==> src/rtl/fabric_cfg_defs_pkg.sv <==
// Fabric configuration address map and loader state encoding, shared with the config responder.
// The RD/CHK states exist only when LOADER_READBACK_VERIFY_EN is defined.
package fabric_cfg_defs_pkg;

    localparam logic [31:0] FABRIC_CFG_BASE    = 32'h3000_0000;
    localparam int unsigned FABRIC_COL_STRIDE  = 4;
    localparam int unsigned FABRIC_NUM_COLS    = 3;
    localparam logic [31:0] FABRIC_CTRL_OFFSET = 32'h10;
    localparam logic [31:0] FABRIC_COMMIT_WORD = 32'h1;

    typedef enum logic [2:0] {
        S_IDLE   = 3'd0,
        S_BEAT   = 3'd1,
        S_WR     = 3'd2,
        S_COMMIT = 3'd3,
        S_DONE   = 3'd4,
        S_ERROR  = 3'd5
`ifdef LOADER_READBACK_VERIFY_EN
        ,
        S_RD     = 3'd6,
        S_CHK    = 3'd7
`endif
    } loader_state_t;

    function automatic logic [31:0] column_addr(input logic [31:0] base,
                                                input logic [1:0]  col,
                                                input int unsigned stride);
        return base + {30'd0, col} * stride;
    endfunction

endpackage

==> src/rtl/wb_ack_timer.sv <==
// Counts cycles a Wishbone strobe has been held without ack; pulses timeout at TIMEOUT_CYCLES.
// The count saturates at the limit so the timeout stays asserted until cleared.
module wb_ack_timer #(
    parameter int unsigned TIMEOUT_CYCLES = 64
) (
    input  logic clk,
    input  logic rst,
    input  logic clear,
    input  logic enable,
    output logic timeout
);

    localparam int unsigned   CW    = $clog2(TIMEOUT_CYCLES + 1);
    localparam logic [CW-1:0] LIMIT = CW'(TIMEOUT_CYCLES);

    logic [CW-1:0] count;

    // NOTE: sequential state uses non-blocking assignments so every flop samples pre-edge values.
    always_ff @(posedge clk) begin
        if (rst) begin
            count <= '0;
        end else if (clear) begin
            count <= '0;
        end else if (enable && count != LIMIT) begin
            count <= count + CW'(1);
        end
    end

    assign timeout = enable && (count == LIMIT);

endmodule

==> src/rtl/wb_bitstream_loader.sv <==
// Wishbone initiator streaming tagged config words into the fabric responder, then a commit write.
// Define LOADER_READBACK_VERIFY_EN to read back and compare every data word after it is written.
module wb_bitstream_loader
    import fabric_cfg_defs_pkg::*;
#(
    parameter logic [31:0] BASE_ADDR      = FABRIC_CFG_BASE,
    parameter int unsigned COL_STRIDE     = FABRIC_COL_STRIDE,
    parameter int unsigned NUM_COLS       = FABRIC_NUM_COLS,
    parameter logic [31:0] CTRL_OFFSET    = FABRIC_CTRL_OFFSET,
    parameter int unsigned TIMEOUT_CYCLES = 64,
    parameter int unsigned CNT_W          = 16
) (
    input  logic             wb_clk_i,
    input  logic             wb_rst_i,
    input  logic             start,
    output logic             busy,
    output logic             done,
    output logic             err,
    output logic [CNT_W-1:0] word_count,
    input  logic             s_valid,
    output logic             s_ready,
    input  logic [31:0]      s_data,
    input  logic [1:0]       s_col,
    input  logic             s_last,
    output logic             wbm_cyc_o,
    output logic             wbm_stb_o,
    output logic             wbm_we_o,
    output logic [3:0]       wbm_sel_o,
    output logic [31:0]      wbm_addr_o,
    output logic [31:0]      wbm_data_o,
    input  logic             wbm_ack_i,
    input  logic [31:0]      wbm_data_i
);

    loader_state_t state;
    logic [31:0]   word_q;
    logic          last_q;
    logic          ack_seen;
    logic          timeout;
    logic          col_bad;
    logic [31:0]   col_addr;

`ifdef LOADER_READBACK_VERIFY_EN
    logic [31:0]   rd_q;
`else
    logic          unused_rdata;
    assign unused_rdata = ^wbm_data_i;
`endif

    // An ack outside an active strobe is a stray and must not advance the FSM.
    assign ack_seen = wbm_ack_i && wbm_cyc_o && wbm_stb_o;
    assign col_bad  = {30'd0, s_col} >= NUM_COLS;
    assign col_addr = column_addr(BASE_ADDR, s_col, COL_STRIDE);

    // Every transaction starts with stb low for at least one cycle, which restarts the count.
    wb_ack_timer #(
        .TIMEOUT_CYCLES(TIMEOUT_CYCLES)
    ) u_ack_timer (
        .clk    (wb_clk_i),
        .rst    (wb_rst_i),
        .clear  (!wbm_stb_o),
        .enable (wbm_stb_o),
        .timeout(timeout)
    );

    always_ff @(posedge wb_clk_i) begin
        if (wb_rst_i) begin
            state      <= S_IDLE;
            busy       <= 1'b0;
            done       <= 1'b0;
            err        <= 1'b0;
            word_count <= '0;
            s_ready    <= 1'b0;
            wbm_cyc_o  <= 1'b0;
            wbm_stb_o  <= 1'b0;
            wbm_we_o   <= 1'b0;
            wbm_sel_o  <= '0;
            wbm_addr_o <= '0;
            wbm_data_o <= '0;
            word_q     <= '0;
            last_q     <= 1'b0;
`ifdef LOADER_READBACK_VERIFY_EN
            rd_q       <= '0;
`endif
        end else begin
            case (state)
                S_IDLE, S_DONE, S_ERROR: begin
                    if (start) begin
                        state      <= S_BEAT;
                        busy       <= 1'b1;
                        done       <= 1'b0;
                        err        <= 1'b0;
                        word_count <= '0;
                        s_ready    <= 1'b1;
                    end
                end

                S_BEAT: begin
                    if (s_valid && s_ready) begin
                        s_ready <= 1'b0;
                        word_q  <= s_data;
                        last_q  <= s_last;
                        if (col_bad) begin
                            state <= S_ERROR;
                            busy  <= 1'b0;
                            err   <= 1'b1;
                        end else begin
                            state      <= S_WR;
                            wbm_cyc_o  <= 1'b1;
                            wbm_stb_o  <= 1'b1;
                            wbm_we_o   <= 1'b1;
                            wbm_sel_o  <= 4'hF;
                            wbm_addr_o <= col_addr;
                            wbm_data_o <= s_data;
                        end
                    end
                end

                S_WR: begin
                    if (ack_seen) begin
                        wbm_cyc_o <= 1'b0;
                        wbm_stb_o <= 1'b0;
                        wbm_we_o  <= 1'b0;
                        if (word_count != '1) word_count <= word_count + CNT_W'(1);
`ifdef LOADER_READBACK_VERIFY_EN
                        state <= S_RD;
`else
                        if (last_q) begin
                            state <= S_COMMIT;
                        end else begin
                            state   <= S_BEAT;
                            s_ready <= 1'b1;
                        end
`endif
                    end else if (timeout) begin
                        state     <= S_ERROR;
                        busy      <= 1'b0;
                        err       <= 1'b1;
                        wbm_cyc_o <= 1'b0;
                        wbm_stb_o <= 1'b0;
                        wbm_we_o  <= 1'b0;
                    end
                end

`ifdef LOADER_READBACK_VERIFY_EN
                S_RD: begin
                    if (!wbm_cyc_o) begin
                        wbm_cyc_o <= 1'b1;
                        wbm_stb_o <= 1'b1;
                        wbm_we_o  <= 1'b0;
                        wbm_sel_o <= 4'hF;
                    end else if (ack_seen) begin
                        wbm_cyc_o <= 1'b0;
                        wbm_stb_o <= 1'b0;
                        rd_q      <= wbm_data_i;
                        state     <= S_CHK;
                    end else if (timeout) begin
                        state     <= S_ERROR;
                        busy      <= 1'b0;
                        err       <= 1'b1;
                        wbm_cyc_o <= 1'b0;
                        wbm_stb_o <= 1'b0;
                    end
                end

                S_CHK: begin
                    if (rd_q != word_q) begin
                        state <= S_ERROR;
                        busy  <= 1'b0;
                        err   <= 1'b1;
                    end else if (last_q) begin
                        state <= S_COMMIT;
                    end else begin
                        state   <= S_BEAT;
                        s_ready <= 1'b1;
                    end
                end
`endif

                S_COMMIT: begin
                    // First cycle leaves cyc low so the commit is a separate bus cycle.
                    if (!wbm_cyc_o) begin
                        wbm_cyc_o  <= 1'b1;
                        wbm_stb_o  <= 1'b1;
                        wbm_we_o   <= 1'b1;
                        wbm_sel_o  <= 4'hF;
                        wbm_addr_o <= BASE_ADDR + CTRL_OFFSET;
                        wbm_data_o <= FABRIC_COMMIT_WORD;
                    end else if (ack_seen) begin
                        state     <= S_DONE;
                        busy      <= 1'b0;
                        done      <= 1'b1;
                        wbm_cyc_o <= 1'b0;
                        wbm_stb_o <= 1'b0;
                        wbm_we_o  <= 1'b0;
                    end else if (timeout) begin
                        state     <= S_ERROR;
                        busy      <= 1'b0;
                        err       <= 1'b1;
                        wbm_cyc_o <= 1'b0;
                        wbm_stb_o <= 1'b0;
                        wbm_we_o  <= 1'b0;
                    end
                end

                default: state <= S_IDLE;
            endcase
        end
    end

endmodule

==> config.mk <==
export PLATFORM = sky130hd
export DESIGN_NAME = wb_bitstream_loader
export DESIGN_NICKNAME = d
export VERILOG_FILES = /design/src/rtl/fabric_cfg_defs_pkg.sv /design/src/rtl/wb_ack_timer.sv /design/src/rtl/wb_bitstream_loader.sv
export SDC_FILE = /design/constraint.sdc
export NUM_CORES = 1
export LEC_CHECK = 0
export CAP_MARGIN = 20
export CORE_MARGIN = 1
export CORE_UTILIZATION = 44
export CTS_CLUSTER_DIAMETER = 120
export CTS_CLUSTER_SIZE = 28
export DETAILED_ROUTE_END_ITERATION = 16
export HOLD_SLACK_MARGIN = 0.06
export PLACE_DENSITY = 0.95
export SYNTH_ARGS = -nofsm -noshare
export SYNTH_HDL_FRONTEND = slang
export SYNTH_SLANG_ARGS = --single-unit
==> constraint.sdc <==
create_clock -name wb_clk_i -period 4.2 [get_ports wb_clk_i]
set_input_delay 0.84 -clock wb_clk_i [delete_from_list [all_inputs] [get_ports wb_clk_i]]
set_output_delay 0.84 -clock wb_clk_i [all_outputs]
set_load 0.01 [all_outputs]
## After elaboration in Yosys (flattened, before gate mapping)

Cells that the tools add are included.

| operators by class | value |
|---|---|
| $add $sub $neg | 3 |
| multiplexer cells | 63 |
| order comparisons | 1 |
| equal/unequal tests | 20 |
| reductions and logical operators | 24 |
| bitwise gates (word level) | 1 |

Operator list:

| cell | count |
|---|---|
| 2-to-1 mux 32 bit | 6 |
| case mux 32 bit (2 select lines) | 2 |
| 2-to-1 mux 16 bit | 3 |
| case mux 16 bit (2 select lines) | 1 |
| adder 30 x 4 -> 31 bit, first input constant | 1 |
| 2-to-1 mux 1 bit | 31 |
| != test 2 bit, second input constant | 11 |
| 2-to-1 mux 3 bit | 7 |
| adder 16 x 1 -> 16 bit, second input constant | 1 |
| != test 16 bit, second input constant | 1 |
| AND reduction 4 bit | 4 |
| 2-to-1 mux 4 bit | 3 |
| case mux 1 bit (3 select lines) | 4 |
| case mux 3 bit (4 select lines) | 1 |
| AND reduction 5 bit | 2 |
| case mux 1 bit (4 select lines) | 2 |
| case mux 4 bit (2 select lines) | 1 |
| adder 7 x 1 -> 7 bit, second input constant | 1 |
| == test 7 bit, second input constant | 1 |
| != test 7 bit, second input constant | 1 |
| == test 3 x 2 -> 1 bit, second input constant | 2 |
| == test 3 bit, second input constant | 2 |
| AND reduction 3 bit | 2 |
| AND reduction 6 bit | 1 |
| 14 further kinds | 21 |

| storage, ports and cells | value |
|---|---|
| output and inout port bits | 91 |
| bits in registers | 102 |
| word-level logic and storage cells | 126 |

## Depth between registers and ports, before layout

| logic depth | value |
|---|---|
| word-level depth | 6 |
| gate-level depth with buffers | 7 |
| gate-level depth less buffers | 6 |

## Hierarchy

From an unflattened synthesis, not the netlist that was laid out.

| unflattened totals | value |
|---|---|
| cell total of the unflattened synthesis | 463 |
| area, all modules | 3,736.1 sq um |

By module, submodules not included:

| module | seq. area each (sq um) | area an instance (sq um) | cells each | instances |
|---|---|---|---|---|
| wb_bitstream_loader | 1,261.2 | 3,373.2 | 420 | 1 |
| wb_ack_timer | 140.1 | 362.8 | 43 | 1 |

## Worst setup path before layout

No wires, ideal clock.

| path | value |
|---|---|
| path type | input to register |
| start point | in wbm_ack_i |
| end point | reg word_count[10] |
| setup slack | 2.149 ns |
| data arrival time | 1.981 ns |
| stages | 5 |
| path through | nand4_1 > or4_1 > clkbuf_2 > or4_1 > a21oi_1 |

| between the ends | value |
|---|---|
| longest elaborated chain between the ends | 4 |

Ends and longest elaborated chain:

| what | line | source |
|---|---|---|
| start: declaration | wb_bitstream_loader.sv:31 | `input logic wbm_ack_i,` |
| logical AND 1 bit (2 in series) | wb_bitstream_loader.sv:51 | `assign ack_seen = wbm_ack_i && wbm_cyc_o && wbm_stb_o;` |
| != test 2 bit (no line) | -- |  |
| AND reduction 4 bit (no line) | -- |  |
| end signal: assignment | wb_bitstream_loader.sv:124 | `if (word_count != '1) word_count <= word_count + CNT_W'(1);` |
| end: declaration | wb_bitstream_loader.sv:19 | `output logic [CNT_W-1:0] word_count,` |

Every way passes these cells.
A chain may end at the register's enable or synchronous reset.

## Worst setup path in the final report

| path | value |
|---|---|
| start point | in s_col[0] |
| end point | reg wbm_data_o[0] |

| between the ends | value |
|---|---|
| longest elaborated chain between the ends | 3 |

Ends and longest elaborated chain:

| what | line | source |
|---|---|---|
| start: declaration | wb_bitstream_loader.sv:23 | `input logic [1:0] s_col,` |
| >= comparator 2 bit | wb_bitstream_loader.sv:52 | `assign col_bad = {30'd0, s_col} >= NUM_COLS;` |
| != test 2 bit (no line) | -- |  |
| AND reduction 4 bit (no line) | -- |  |
| end signal: assignment | wb_bitstream_loader.sv:114 | `wbm_data_o <= s_data;` |
| end: declaration | wb_bitstream_loader.sv:30 | `output logic [31:0] wbm_data_o,` |

Every way passes these cells.

==> run_results.csv <==
group,metric,value,unit
yosys,syn_area,3420,um2
finish,fin_cells,612,
yosys,syn_area_per_cell,8.084,um2
sta,fin_crit_sh,61.92,%
route,vias_per_cell,5.502,
clock_tree,clk_pin_slew,0.08,ns
clock_tree,cts_buffer_depth,2,
finish,layout_commonest_cell,"clkdlybuf4s50_1",
setup_path,crit_type,"input pin to flop",
floorplanning,die_area,8128,um2
power,clock_power_share,30.9,%
route,vias,3367,
power,p_int,1.169,mW
finish,regArea,1401,um2
clock_tree,cts_sinks,70,
finish,fillers,635,
yosys,ys_seq_area_share,40.98,%
finish,layout-drive-gt1-share,5.263,%
route,drc,0,
setup_path,required,4.41,ns
setup_path,r2r-start,"state[1]",
finish,mostFrequentLayoutCells,"103 x clkdlybuf4s50_1, 70 x dfxtp_1, 65 x a21oi_1",
sta,slew_viol_final,0,
global_routing,track_usage,22.31,%
yosys,synth_edf_count,0,
setup_path,critPathMaxFanout,34,
clock_tree,cts_made_buffers,9,
yosys,synth_ff_type,"dfxtp_1",
route,postRouteAntennaNets,0,
yosys,yosys.area.top_type_share,40.98,%
yosys,synth_top_family_by_area,"compound AO/OA/AOI/OAI gates",
clock_tree,cts_resized,0,
yosys,synthMuxAreaShare,0.5854,%
min_path,hp-class,"flop to flop",
clock_tree,cts_setup_buffers,0,
power,power_leakage,1.486,nW
finish,antenna_cells,0,
power,power_density,385.9,nW/um2
global_routing,antenna_found_initial,0,
yosys,async_flop_share,0,%
sta,slew_headroom,35.30,%
power,p_comb_share,25.7,%
yosys,ys_ff_latch,70,
sta,worst_pin_slew,0.9704,ns
yosys,syn_inst,423,
global_routing,grt_pass1_wl,14750,um
floorplanning,start_util,46.40,%
clock_tree,postCtsHoldBufs,0,
yosys,yosysWarnings,0,
sta,tns,0,ns
sta,setup_violations,0,
route,drt_pass1_iterations,6,
yosys,synth_cell_types,53,
clock_tree,cts_tree,"done",
setup_path,critical_path.startpoint,"s_col[0]",
setup_path,rrSetupSlack,1.92,ns
sta,period_needed,2.600,ns
global_routing,grt_pass1_vias,3171,
yosys,synth_xor_area_share,0.7684,%
finish,nNetsFinal,583,
global_routing,grt_max_degree,47,
power,switchingPower,0.5896,mW
floorplanning,die_y,90.16,um
clock_tree,clock_latency,0.35,ns
placement,place_congestion,0.8751,
floorplanning,die_w,90.16,um
setup_path,arrival,2.81,ns
power,p_sw_share,33.52,%
sta,fmax,384.5,MHz
global_routing,grt-ovfl-total,0,
yosys,synthSimpleGateAreaFrac,20.23,%
floorplanning,num_rows,31,
yosys,synth_compound_area_share,24.84,%
yosys,synth_top_area_cell,"dfxtp_1",
clock_tree,root_buffer,"clkbuf_8",
sta,fin_skew,0.01082,ns
yosys,yosys-top-cells-area,"dfxtp_1 41%, a21oi_1 9.5%, buf_4 7.0%",
placement,dp_hpwl,6357,um
power,seq_power_share,43.4,%
route,post_drt_wl_per_cell,14.64,um
finish,multi_input_area,1733,um2
min_path,worstHoldStart,"err",
route,drt-initial-drc-count,236,
run,drv_cap,0,
sta,hold_viol_final,0,
setup_path,end_kind,"flop",
placement,port_buffers,103,
route,routed_wl,8962,um
setup_path,cp-start-kind,"input pin",
yosys,synth_adder_area_share,1.098,%
floorplanning,core,7370,um2
placement,dp_cells,596,
sta,rsz0062_at_grt,"false",
clock_tree,htreeDepth,3,
outcome,status,"finished clean",
floorplanning,boundaryPins,163,
power,peakVddDrop,0.0003528,V
finish,area_growth,33.30,%
[area by class of cell]
| type | instances | share of cell area [%] |
|---|---|---|
| clock buffer | 9 | 2.718 |
| multi-input combinational | 309 | 38.02 |
| sequential | 70 | 30.74 |
| timing repair buffer | 107 | 23.28 |
| tap | 99 | 2.718 |
| clock inverter | 7 | 1.620 |
| inverter | 11 | 0.9058 |
[power groups by stage]
stage / sequential, mW / clock [mW] / combinational, mW
after floorplan: 0.759 / 0 / 0.313
after global placement: 0.775 / 0 / 0.438
after detailed placement: 0.777 / 0 / 0.447
after CTS: 0.762 / 0.555 / 0.451
after global routing: 0.773 / 0.585 / 0.496
final: 0.764 / 0.543 / 0.452
[Yosys cell counts (all sizes together), types with 7 or more instances]
library cell / n
nor2: 11
or4: 11
o31ai: 15
clkbuf: 22
o21ai: 41
a211oi: 7
inv: 11
buf: 37
dfxtp: 70
nand4: 9
a21oi: 65
nand3: 7
nand2: 53
[cells by family (layout without fill, tap and decap cells)]
family                     Yosys count  after routing
adders and majority gates            3              3
buffers and inverters               70            134
other                                1             27
muxes                                2              2
xor gates and xnor gates             3              3
and+or+nand+nor                    127            127
AOI/OAI and AO/OA                  147            147
DFF                                 70             70
[flip-flops by register name (all words and copies together) (netlist names)]
| register | count |
|---|---|
| wbm_stb_o | 1 |
| u_ack_timer.count | 7 |
| wbm_data_o | 32 |
| wbm_we_o | 1 |
| last_q | 1 |
| wbm_cyc_o | 1 |
| word_count | 16 |
| wbm_addr_o | 3 |
| wbm_sel_o | 1 |
| s_ready | 1 |
| busy | 1 |
| done | 1 |
| state | 3 |
| err | 1 |
[layer usage]
| layer | vias to the layer above | GRT usage [%] | wire length, um |
|---|---|---|---|
| met3 | 15 | 9.645 | 922 |
| met1 | 1562 | 23.70 | 3369 |
| met2 | 151 | 39.38 | 4544 |
| met4 | 0 | 7.527 | 125 |
| li1 | 1639 | - | - |
| met5 | - | 0 | 0 |
[stage by stage]
step | utilization [%] | hold WS (ns) | cell area [um2] | setup WS, ns | power, mW
after floorplan | - | 0.4587 | 3517 | 2.149 | 1.072
after global placement | 59.17 | 0.4419 | 4360 | 1.255 | 1.213
after detailed placement | 59.17 | 0.4541 | 4360 | 1.213 | 1.224
after CTS | 61.85 | 0.4696 | 4558 | 1.584 | 1.769
after global routing | 61.85 | 0.4878 | 4558 | 1.395 | 1.854
final | 61.85 | 0.4710 | 4558 | 1.600 | 1.759
[final timing paths]
kind | cells after the start | to
max | 5 | wbm_data_o[0]
min | 2 | err
max reg2reg | 4 | wbm_data_o[0]
min reg2reg | 2 | err
[critical path: stages]
cell	delay, ns
clkdlybuf4s50_1	0.51
a21o_1	0.23
o22a_1	0.80
nand2b_1	0.31
a221oi_1	0.11
Power figures use the tool's default switching activity.
